[src/rtl/ec_reg_bank_if.sv]
// Control/debug bus of the register bank: operation strobe,
// operand and read address in, read data and status out.
interface ec_reg_bank_if #(
    parameter int WIDTH = 8,
    parameter int AW    = 2
);
    logic             we;
    logic [2:0]       op;
    logic [AW-1:0]    addr;
    logic [WIDTH-1:0] din;
    logic [AW-1:0]    rd_addr;
    logic [WIDTH-1:0] dout;
    logic             flag_z;
    logic             flag_c;
    logic             locked;
    logic             err;

    modport master (
        output we, op, addr, din, rd_addr,
        input  dout, flag_z, flag_c, locked, err
    );

    modport slave (
        input  we, op, addr, din, rd_addr,
        output dout, flag_z, flag_c, locked, err
    );
endinterface

[src/rtl/ec_reg_bank.sv]
// Key-guarded bank of externally controlled registers with
// per-write ALU ops, status flags and a registered read port.
module ec_reg_bank #(
    parameter int               WIDTH     = 8,
    parameter int               NREGS     = 4,
    parameter int               AW        = 2,
    parameter logic [WIDTH-1:0] RESET_VAL = WIDTH'(8'h55),
    parameter int               LOCK_EN   = 1,
    parameter logic [WIDTH-1:0] KEY1      = WIDTH'(8'hA5),
    parameter logic [WIDTH-1:0] KEY2      = WIDTH'(8'h5A)
) (
    input logic        clk,
    input logic        reset,
    ec_reg_bank_if.slave bus
);
    localparam int IW = (NREGS > 1) ? $clog2(NREGS) : 1;

    localparam logic [2:0] OP_NOP  = 3'd0;
    localparam logic [2:0] OP_LOAD = 3'd1;
    localparam logic [2:0] OP_INC  = 3'd2;
    localparam logic [2:0] OP_DEC  = 3'd3;
    localparam logic [2:0] OP_SHL  = 3'd4;
    localparam logic [2:0] OP_SHR  = 3'd5;
    localparam logic [2:0] OP_CLR  = 3'd6;
    localparam logic [2:0] OP_KEY  = 3'd7;

    localparam logic [1:0] ST_LOCKED = 2'd0;
    localparam logic [1:0] ST_KEY1   = 2'd1;
    localparam logic [1:0] ST_UNLK   = 2'd2;
    localparam logic [1:0] ST_RST    = (LOCK_EN != 0) ? ST_LOCKED : ST_UNLK;

    logic [WIDTH-1:0] regs_q [NREGS];
    logic [1:0]       state_q, state_d;
    logic [WIDTH-1:0] dout_q, dout_d;
    logic             z_q, z_d;
    logic             c_q, c_d;
    logic             err_q, err_d;

    logic             is_key, is_data, in_range, rd_ok, exec;
    logic [IW-1:0]    widx, ridx;
    logic [WIDTH-1:0] cur, res;
    logic [WIDTH:0]   sum, diff;
    logic             cout;

    assign is_key   = (bus.op == OP_KEY);
    assign is_data  = (bus.op != OP_NOP) && !is_key;
    assign in_range = int'(bus.addr) < NREGS;
    assign rd_ok    = int'(bus.rd_addr) < NREGS;
    assign widx     = bus.addr[IW-1:0];
    assign ridx     = bus.rd_addr[IW-1:0];

    always_comb begin
        state_d = state_q;
        err_d   = 1'b0;
        exec    = 1'b0;
        if (bus.we) begin
            case (state_q)
                ST_LOCKED: begin
                    if (is_key && bus.din == KEY1) state_d = ST_KEY1;
                    else if (is_data)              err_d   = 1'b1;
                end
                ST_KEY1: begin
                    // Anything but the second key aborts the sequence.
                    if (is_key && bus.din == KEY2) begin
                        state_d = ST_UNLK;
                    end else begin
                        state_d = ST_LOCKED;
                        err_d   = 1'b1;
                    end
                end
                ST_UNLK: begin
                    if (is_key) begin
                        state_d = ST_RST;
                    end else if (is_data) begin
                        if (in_range) exec  = 1'b1;
                        else          err_d = 1'b1;
                    end
                end
                default: state_d = ST_RST;
            endcase
        end
    end

    always_comb begin
        cur  = in_range ? regs_q[widx] : '0;
        sum  = {1'b0, cur} + {{WIDTH{1'b0}}, 1'b1};
        diff = {1'b0, cur} - {{WIDTH{1'b0}}, 1'b1};
        res  = cur;
        cout = 1'b0;
        case (bus.op)
            OP_LOAD: res = bus.din;
            OP_INC:  {cout, res} = sum;
            OP_DEC:  {cout, res} = diff;
            OP_SHL:  {cout, res} = {cur, 1'b0};
            OP_SHR:  {res, cout} = {1'b0, cur};
            OP_CLR:  res = '0;
            default: res = cur;
        endcase
        z_d = exec ? (res == '0) : z_q;
        c_d = exec ? cout : c_q;
    end

    // Read samples pre-write contents, giving read-before-write.
    assign dout_d = rd_ok ? regs_q[ridx] : '0;

    always_ff @(posedge clk or posedge reset) begin
        if (reset) begin
            for (int i = 0; i < NREGS; i++) regs_q[i] <= RESET_VAL;
            state_q <= ST_RST;
            dout_q  <= RESET_VAL;
            z_q     <= (RESET_VAL == '0);
            c_q     <= 1'b0;
            err_q   <= 1'b0;
        end else begin
            for (int i = 0; i < NREGS; i++) begin
                if (exec && int'(widx) == i) regs_q[i] <= res;
            end
            state_q <= state_d;
            dout_q  <= dout_d;
            z_q     <= z_d;
            c_q     <= c_d;
            err_q   <= err_d;
        end
    end

    assign bus.dout   = dout_q;
    assign bus.flag_z = z_q;
    assign bus.flag_c = c_q;
    assign bus.locked = (state_q != ST_UNLK);
    assign bus.err    = err_q;
endmodule

[src/flat_wrapper.sv]
// flat-port wrapper written by rule: the top's interface ports become plain ports
module ec_reg_bank_flat 
#(
    parameter int               WIDTH     = 8,
    parameter int               NREGS     = 4,
    parameter int               AW        = 2,
    parameter logic [WIDTH-1:0] RESET_VAL = WIDTH'(8'h55),
    parameter int               LOCK_EN   = 1,
    parameter logic [WIDTH-1:0] KEY1      = WIDTH'(8'hA5),
    parameter logic [WIDTH-1:0] KEY2      = WIDTH'(8'h5A)
)
  (clk, reset, bus_we, bus_op, bus_addr, bus_din, bus_rd_addr, bus_dout, bus_flag_z, bus_flag_c, bus_locked, bus_err);
  ec_reg_bank_if #(.WIDTH(WIDTH), .AW(AW)) bus_i ();
  input logic clk;
  input logic reset;
  input wire logic [$bits(bus_i.we)-1:0] bus_we;
  input wire logic [$bits(bus_i.op)-1:0] bus_op;
  input wire logic [$bits(bus_i.addr)-1:0] bus_addr;
  input wire logic [$bits(bus_i.din)-1:0] bus_din;
  input wire logic [$bits(bus_i.rd_addr)-1:0] bus_rd_addr;
  output wire logic [$bits(bus_i.dout)-1:0] bus_dout;
  output wire logic [$bits(bus_i.flag_z)-1:0] bus_flag_z;
  output wire logic [$bits(bus_i.flag_c)-1:0] bus_flag_c;
  output wire logic [$bits(bus_i.locked)-1:0] bus_locked;
  output wire logic [$bits(bus_i.err)-1:0] bus_err;
  assign bus_i.we = bus_we;
  assign bus_i.op = bus_op;
  assign bus_i.addr = bus_addr;
  assign bus_i.din = bus_din;
  assign bus_i.rd_addr = bus_rd_addr;
  assign bus_dout = bus_i.dout;
  assign bus_flag_z = bus_i.flag_z;
  assign bus_flag_c = bus_i.flag_c;
  assign bus_locked = bus_i.locked;
  assign bus_err = bus_i.err;
  ec_reg_bank #(.WIDTH(WIDTH), .NREGS(NREGS), .AW(AW), .RESET_VAL(RESET_VAL), .LOCK_EN(LOCK_EN), .KEY1(KEY1), .KEY2(KEY2)) u_core (.clk(clk), .reset(reset), .bus(bus_i));
endmodule
[config.mk]
export PLATFORM = sky130hd
export DESIGN_NAME = ec_reg_bank_flat
export DESIGN_NICKNAME = d
export VERILOG_FILES = /design/src/rtl/ec_reg_bank_if.sv /design/src/rtl/ec_reg_bank.sv /design/src/flat_wrapper.sv
export SDC_FILE = /design/constraint.sdc
export NUM_CORES = 1
export LEC_CHECK = 0
export CORE_ASPECT_RATIO = 1.2
export CORE_MARGIN = 5
export CORE_UTILIZATION = 30
export CTS_CLUSTER_DIAMETER = 50
export CTS_CLUSTER_SIZE = 25
export DETAILED_ROUTE_END_ITERATION = 16
export GPL_ROUTABILITY_DRIVEN = 0
export PLACE_DENSITY_LB_ADDON = 0.05
export SLEW_MARGIN = 10
export SYNTH_ARGS = -nofsm -noshare
export SYNTH_HDL_FRONTEND = slang
export SYNTH_SLANG_ARGS = --single-unit
[constraint.sdc]
create_clock -name clk -period 5.4 [get_ports clk]
set_input_delay 1.08 -clock clk [delete_from_list [all_inputs] [get_ports clk]]
set_output_delay 1.08 -clock clk [all_outputs]
set_load 0.05 [all_outputs]
== Word-level counts from Yosys, hierarchy flattened ==
Cells that the tools add are included.

* Equal/unequal tests: 17
* Add/sub/neg operators: 2
* Multipliers: 0
* Mux-type cells: 20
* Reductions and logical operators: 13
* Bitwise logic cells: 2
* Order comparisons: 2
* Shifts and indexed selects: 0
* Div/mod/pow operators: 0

{| class="wikitable"
|+ Operators with widths
! kind !! count
|-
| $pmux 8 s6 || 1
|-
| $bmux 8 s2 || 2
|-
| $mux 8 || 4
|-
| $eq 3x3->1 const B || 4
|-
| $add 8x1->9 const B || 1
|-
| $sub 8x1->9 const B || 1
|-
| $eq 8x7->1 const B || 1
|-
| $eq 8x8->1 const B || 1
|-
| $logic_not 8->1 || 1
|-
| $logic_and 1x1->1 || 7
|-
| $mux 1 || 7
|-
| $eq 2x2->1 const B || 3
|-
| $eq 3x2->1 const B || 2
|-
| $ge 3x3->1 const B || 2
|-
| $mux 2 || 3
|-
| $not 2->3 || 2
|-
| $pmux 2 s3 || 1
|-
| $eq 2x1->1 const B || 2
|-
| $logic_not 2->1 || 2
|-
| $ne 2x1->1 const B || 2
|-
| $pmux 1 s4 || 1
|-
| $eq 3x1->1 const B || 1
|-
| $reduce_and 3->1 || 1
|-
| $reduce_bool 3->1 || 1
|-
| 3 further kinds || 3
|}

* Memories: 0
* Memory bits (writable): 0
* Word-level logic and storage cells: 65
* Output and inout bits: 12
* Register bits: 45
* Memory bits (read-only): 0
* Latch bits: 0

== Longest topological paths before layout ==
* Word-level depth: 8
* Mapped depth: 12
* Gate-level depth less buffers: 10

== Worst setup path before layout ==
OpenSTA, ideal clock, no wires.

* Path kind: input port to flip-flop
* Start: input bus_addr[0]
* End: register u_core.z_q, in the netlist u_core.bus.flag_z
* Arrival: 3.643 ns
* Path slack: 1.654 ns
* Setup time: 0.104 ns
* Data required time: 5.296 ns
* Stages: 12
* Cell sequence: buf_6 > mux4_1 > buf_2 > inv_1 > ha_1 > nor2b_1 > a22o_1 > a21oi_1 > a2bb2oi_1 > or3_1 > or4_1 > o41ai_2

* Longest elaborated chain between the ends: 7
* Elaborated cells between the ends (all ways): 8
* Those cells by class: add/sub (2); mux (4); bitwise (1); reduce/logical (1)

{| class="wikitable"
|+ Ends and longest elaborated chain
! item !! line !! source
|-
| from (decl) || flat_wrapper.sv:18 || <nowiki>input wire logic [$bits(bus_i.addr)-1:0] bus_addr;</nowiki>
|-
| $not 2->3 (implied by the code) * || ec_reg_bank.sv:85 || <nowiki>cur = in_range ? regs_q[widx] : '0;</nowiki>
|-
| $bmux 8 s2 * || ec_reg_bank.sv:85 ||
|-
| $mux 8 (implied by the code) * (2 in a row) || ec_reg_bank.sv:85 ||
|-
| $sub 8x1->9 / $add 8x1->9 (equally long branches) || ec_reg_bank.sv:87, ec_reg_bank.sv:86 ||
|-
| $pmux 8 s6 * || ec_reg_bank.sv:90 || <nowiki>case (bus.op)</nowiki>
|-
| $logic_not 8->1 * || ec_reg_bank.sv:99 || <nowiki>z_d = exec ? (res == '0) : z_q;</nowiki>
|-
| to (signal assigned) || ec_reg_bank.sv:111 || <nowiki>z_q <= (RESET_VAL == '0);</nowiki>
|-
| to (signal assigned) || ec_reg_bank.sv:120 || <nowiki>z_q <= z_d;</nowiki>
|-
| to (decl) || ec_reg_bank.sv:35 || <nowiki>logic z_q, z_d;</nowiki>
|}

Every way passes the cells marked *; elsewhere a longest branch is shown, timed or not. The select of a mux whose other input is x is not followed.
A chain may end at the register's enable or synchronous reset.

== Worst setup path after layout ==
Ends and elaborated chain as after synthesis.

==> out/metrics.cfg <==
[floorplan]
pin_count=30
dieArea_mm2=0.0122
initial_core_util=0.305
coreArea_mm2=0.00991
die_w_um=102
die_h_um=120
row_count=40

[synth]
synth_area_mm2=0.00302
syn_nets=296
synth-edff-count=0
ys_warn_count=0
yosys.cell_count.top_type=mux2_2
synth_fa_ha_area_frac=0.00829
ys_ff_latch=45
synth-compound-area-share=0.140
synth.area.top_cells=dfrtp_1, dfstp_2, mux2_2
seq_area_frac_synth=0.381
synth_mux_area_frac=0.279
yosysUniqueCellTypes=58
syn_avg_cell_area_um2=10.9
netlist_instances=276
synthSimpleGateAreaFrac=0.147
synth_top_area_cell=dfrtp_1
synth_top_family_by_area=multiplexers
synthArstFlopShare=1.00
synth_top_area_frac=0.207
synth-main-ff-cell=dfrtp_1
synth-xor-area-share=0.00870
synth_commonest_cells=mux2_2, nor2_1, dfrtp_1, dfstp_2

[cts]
numClockSinks=45
cts_max_path_buffers=2
numCtsBuffers=5
cts_hold_buf=0
clkTransAtPathRegs_ps=60
clock_latency_ps=290
cts_setup_buffers=0
cts_root_buffer=clkbuf_16
cts_tree=built
htreeDepth=2
ctsResizeCount=0

[setup_path]
cp_slowest_cell=mux4_1
critPathLaunchType=input pin
crit_type=in -> reg
crit_path_max_fanout=12
worstPathCellList=clkdlybuf4s50_1 -> buf_4 -> mux4_1 -> inv_1 -> ha_1 -> nor2b_1 -> a22o_1 -> a21oi_1 -> a2bb2oi_1 -> or3_1 -> or4_1 -> o41ai_2
critPathRequiredTime_ps=5590
cp-end-kind=flop
r2r_start=u_core.regs_q[17]$_DFFE_PP0P_
rr_endpoint=u_core.bus.flag_z$_DFFE_PP0P_
r2r_slack_ps=2290
cp.arrival_ps=4480
worst_path_largest_cell_delay_ps=740
r2r_cells=10

[final_layout]
layout.cells.non_filler=431
syn_to_final_growth_pct=18.7
fin_util=0.362
final_nets=324
diodes=0
fillCellCount=1030
fin_area_mm2=0.00358
drive_gt1_frac=0.295

[sta]
skew_ps=4.67
slew_violations=0
rsz0062_at_grt=false
finalHoldViolCount=0
slew-limit-headroom=0.377
finalCritPeriodShare=0.794
setup_tns_ps=0
min_period_ps=4290
setup_slack_ps=1110
setup_violations=0
worst_pin_slew_ps=933
max_freq_mhz=233

[routing]
drc_errors=0
drtAntennaViolNets=0
num_vias=2403
drtIter0Drc=153
viasPerCell=5.58
wl_um=8710
post_drt_wl_per_cell_um=20.2
dr.pass1.iters=4

[global_routing]
grt_pass1_vias=2459
grt_max_degree=46
grt-ovfl-total=0
grt_pass1_wl_um=14100
grt_antenna_before_repair=0
track_usage=0.149

[placed_design]
dp_cells=423
dp_slack_ps=773
io_buffers=29
detailed_place_hpwl_um=6460
postPlaceCellArea_mm2=0.00344

[min_path]
hold_depth=2
min_to=u_core.bus.flag_c$_DFFE_PP0P_
worstHoldStart=u_core.bus.flag_c$_DFFE_PP0P_
min_path_type=reg -> reg

[run_status]
status=complete, no violations

[flow_run]
cap_violations=0

[pwr]
leakagePower_nw=1.42
p_per_area_mw_per_mm2=204
vdd_drop_max_mv=0.0925

worst max-delay path by stage:
stage | from | to | slack (ps) | cells after the start
floorplan | bus_addr[0] | u_core.bus.flag_z$_DFFE_PP0P_ | 1650 | 12
global placement | bus_addr[0] | u_core.bus.flag_z$_DFFE_PP0P_ | 880 | 12
detailed placement | bus_addr[0] | u_core.bus.flag_z$_DFFE_PP0P_ | 770 | 12
CTS | bus_addr[0] | u_core.bus.flag_z$_DFFE_PP0P_ | 1090 | 12
global route | bus_addr[0] | u_core.bus.flag_z$_DFFE_PP0P_ | 910 | 12
finish | bus_addr[0] | u_core.bus.flag_z$_DFFE_PP0P_ | 1110 | 12
metal layers:
metal / GRT usage / part of all wire / vias up
met2: 0.226 / 0.46 / 69
met4: 0.0482 / 0.023 / 0
met3: 0.0267 / 0.052 / 13
met1: 0.214 / 0.47 / 1205
met5: 0 / 0 / -
li1: - / - / 1116
stage by stage:
| step | power [mW] | hold slack, ps |
|---|---|---|
| floorplan | 0.402 | 489 |
| global placement | 0.442 | 479 |
| detailed placement | 0.440 | 512 |
| CTS | 0.748 | 525 |
| global route | 0.766 | 545 |
| finish | 0.732 | 511 |
cell usage in the layout (no fill, tap or decap), types with 6 or more instances in the layout:
cell	count
mux4_2	14
mux2_2	35
o21ai_0	14
nor2b_1	6
a21oi_1	11
dfstp_2	20
nand2_1	12
clkdlybuf4s50_1	29
dfrtp_1	25
buf_4	7
nor2_1	26
nand3_1	10
inv_1	6
cells by family (layout without fill, tap and decap cells):
group | count (synthesis) | in the layout
and+or+nand+nor | 85 | 85
adders and majority gates | 2 | 2
AOI/OAI and AO/OA | 61 | 61
xor gates and xnor gates | 3 | 3
DFF | 45 | 45
buffers and inverters | 23 | 52
muxes | 57 | 57
layout make-up:
class | count | area (µm²) | share of cell area
well taps | 126 | 158 | 0.0440
inverters | 8 | 30.0 | 0.00838
flip-flops and latches | 45 | 1150 | 0.321
multi-input cells | 208 | 1760 | 0.492
clock inverters | 1 | 7.51 | 0.00209
clock buffers | 7 | 133 | 0.0370
repair buffers | 36 | 343 | 0.0956
worst max-delay path, delay by kind of cell:
kind            cells  cell delay, ps
mux                 1             740
compound gates      4             710
fa+ha+maj           1             260
simple gates        3             890
buf+inv             3             800
power by group:
group | internal, mW | switching (mW)
clock network | 0.172 | 0.126
registers | 0.339 | 0.000607
logic | 0.0359 | 0.0586
sequential cells by signal, summed over array words and instances (netlist names):
name,flops
u_core.state_q,2
u_core.bus.flag_z,1
u_core.bus.err,1
u_core.bus.flag_c,1
u_core.regs_q,32
u_core.bus.dout,8
(Power assumes the default switching activity.)
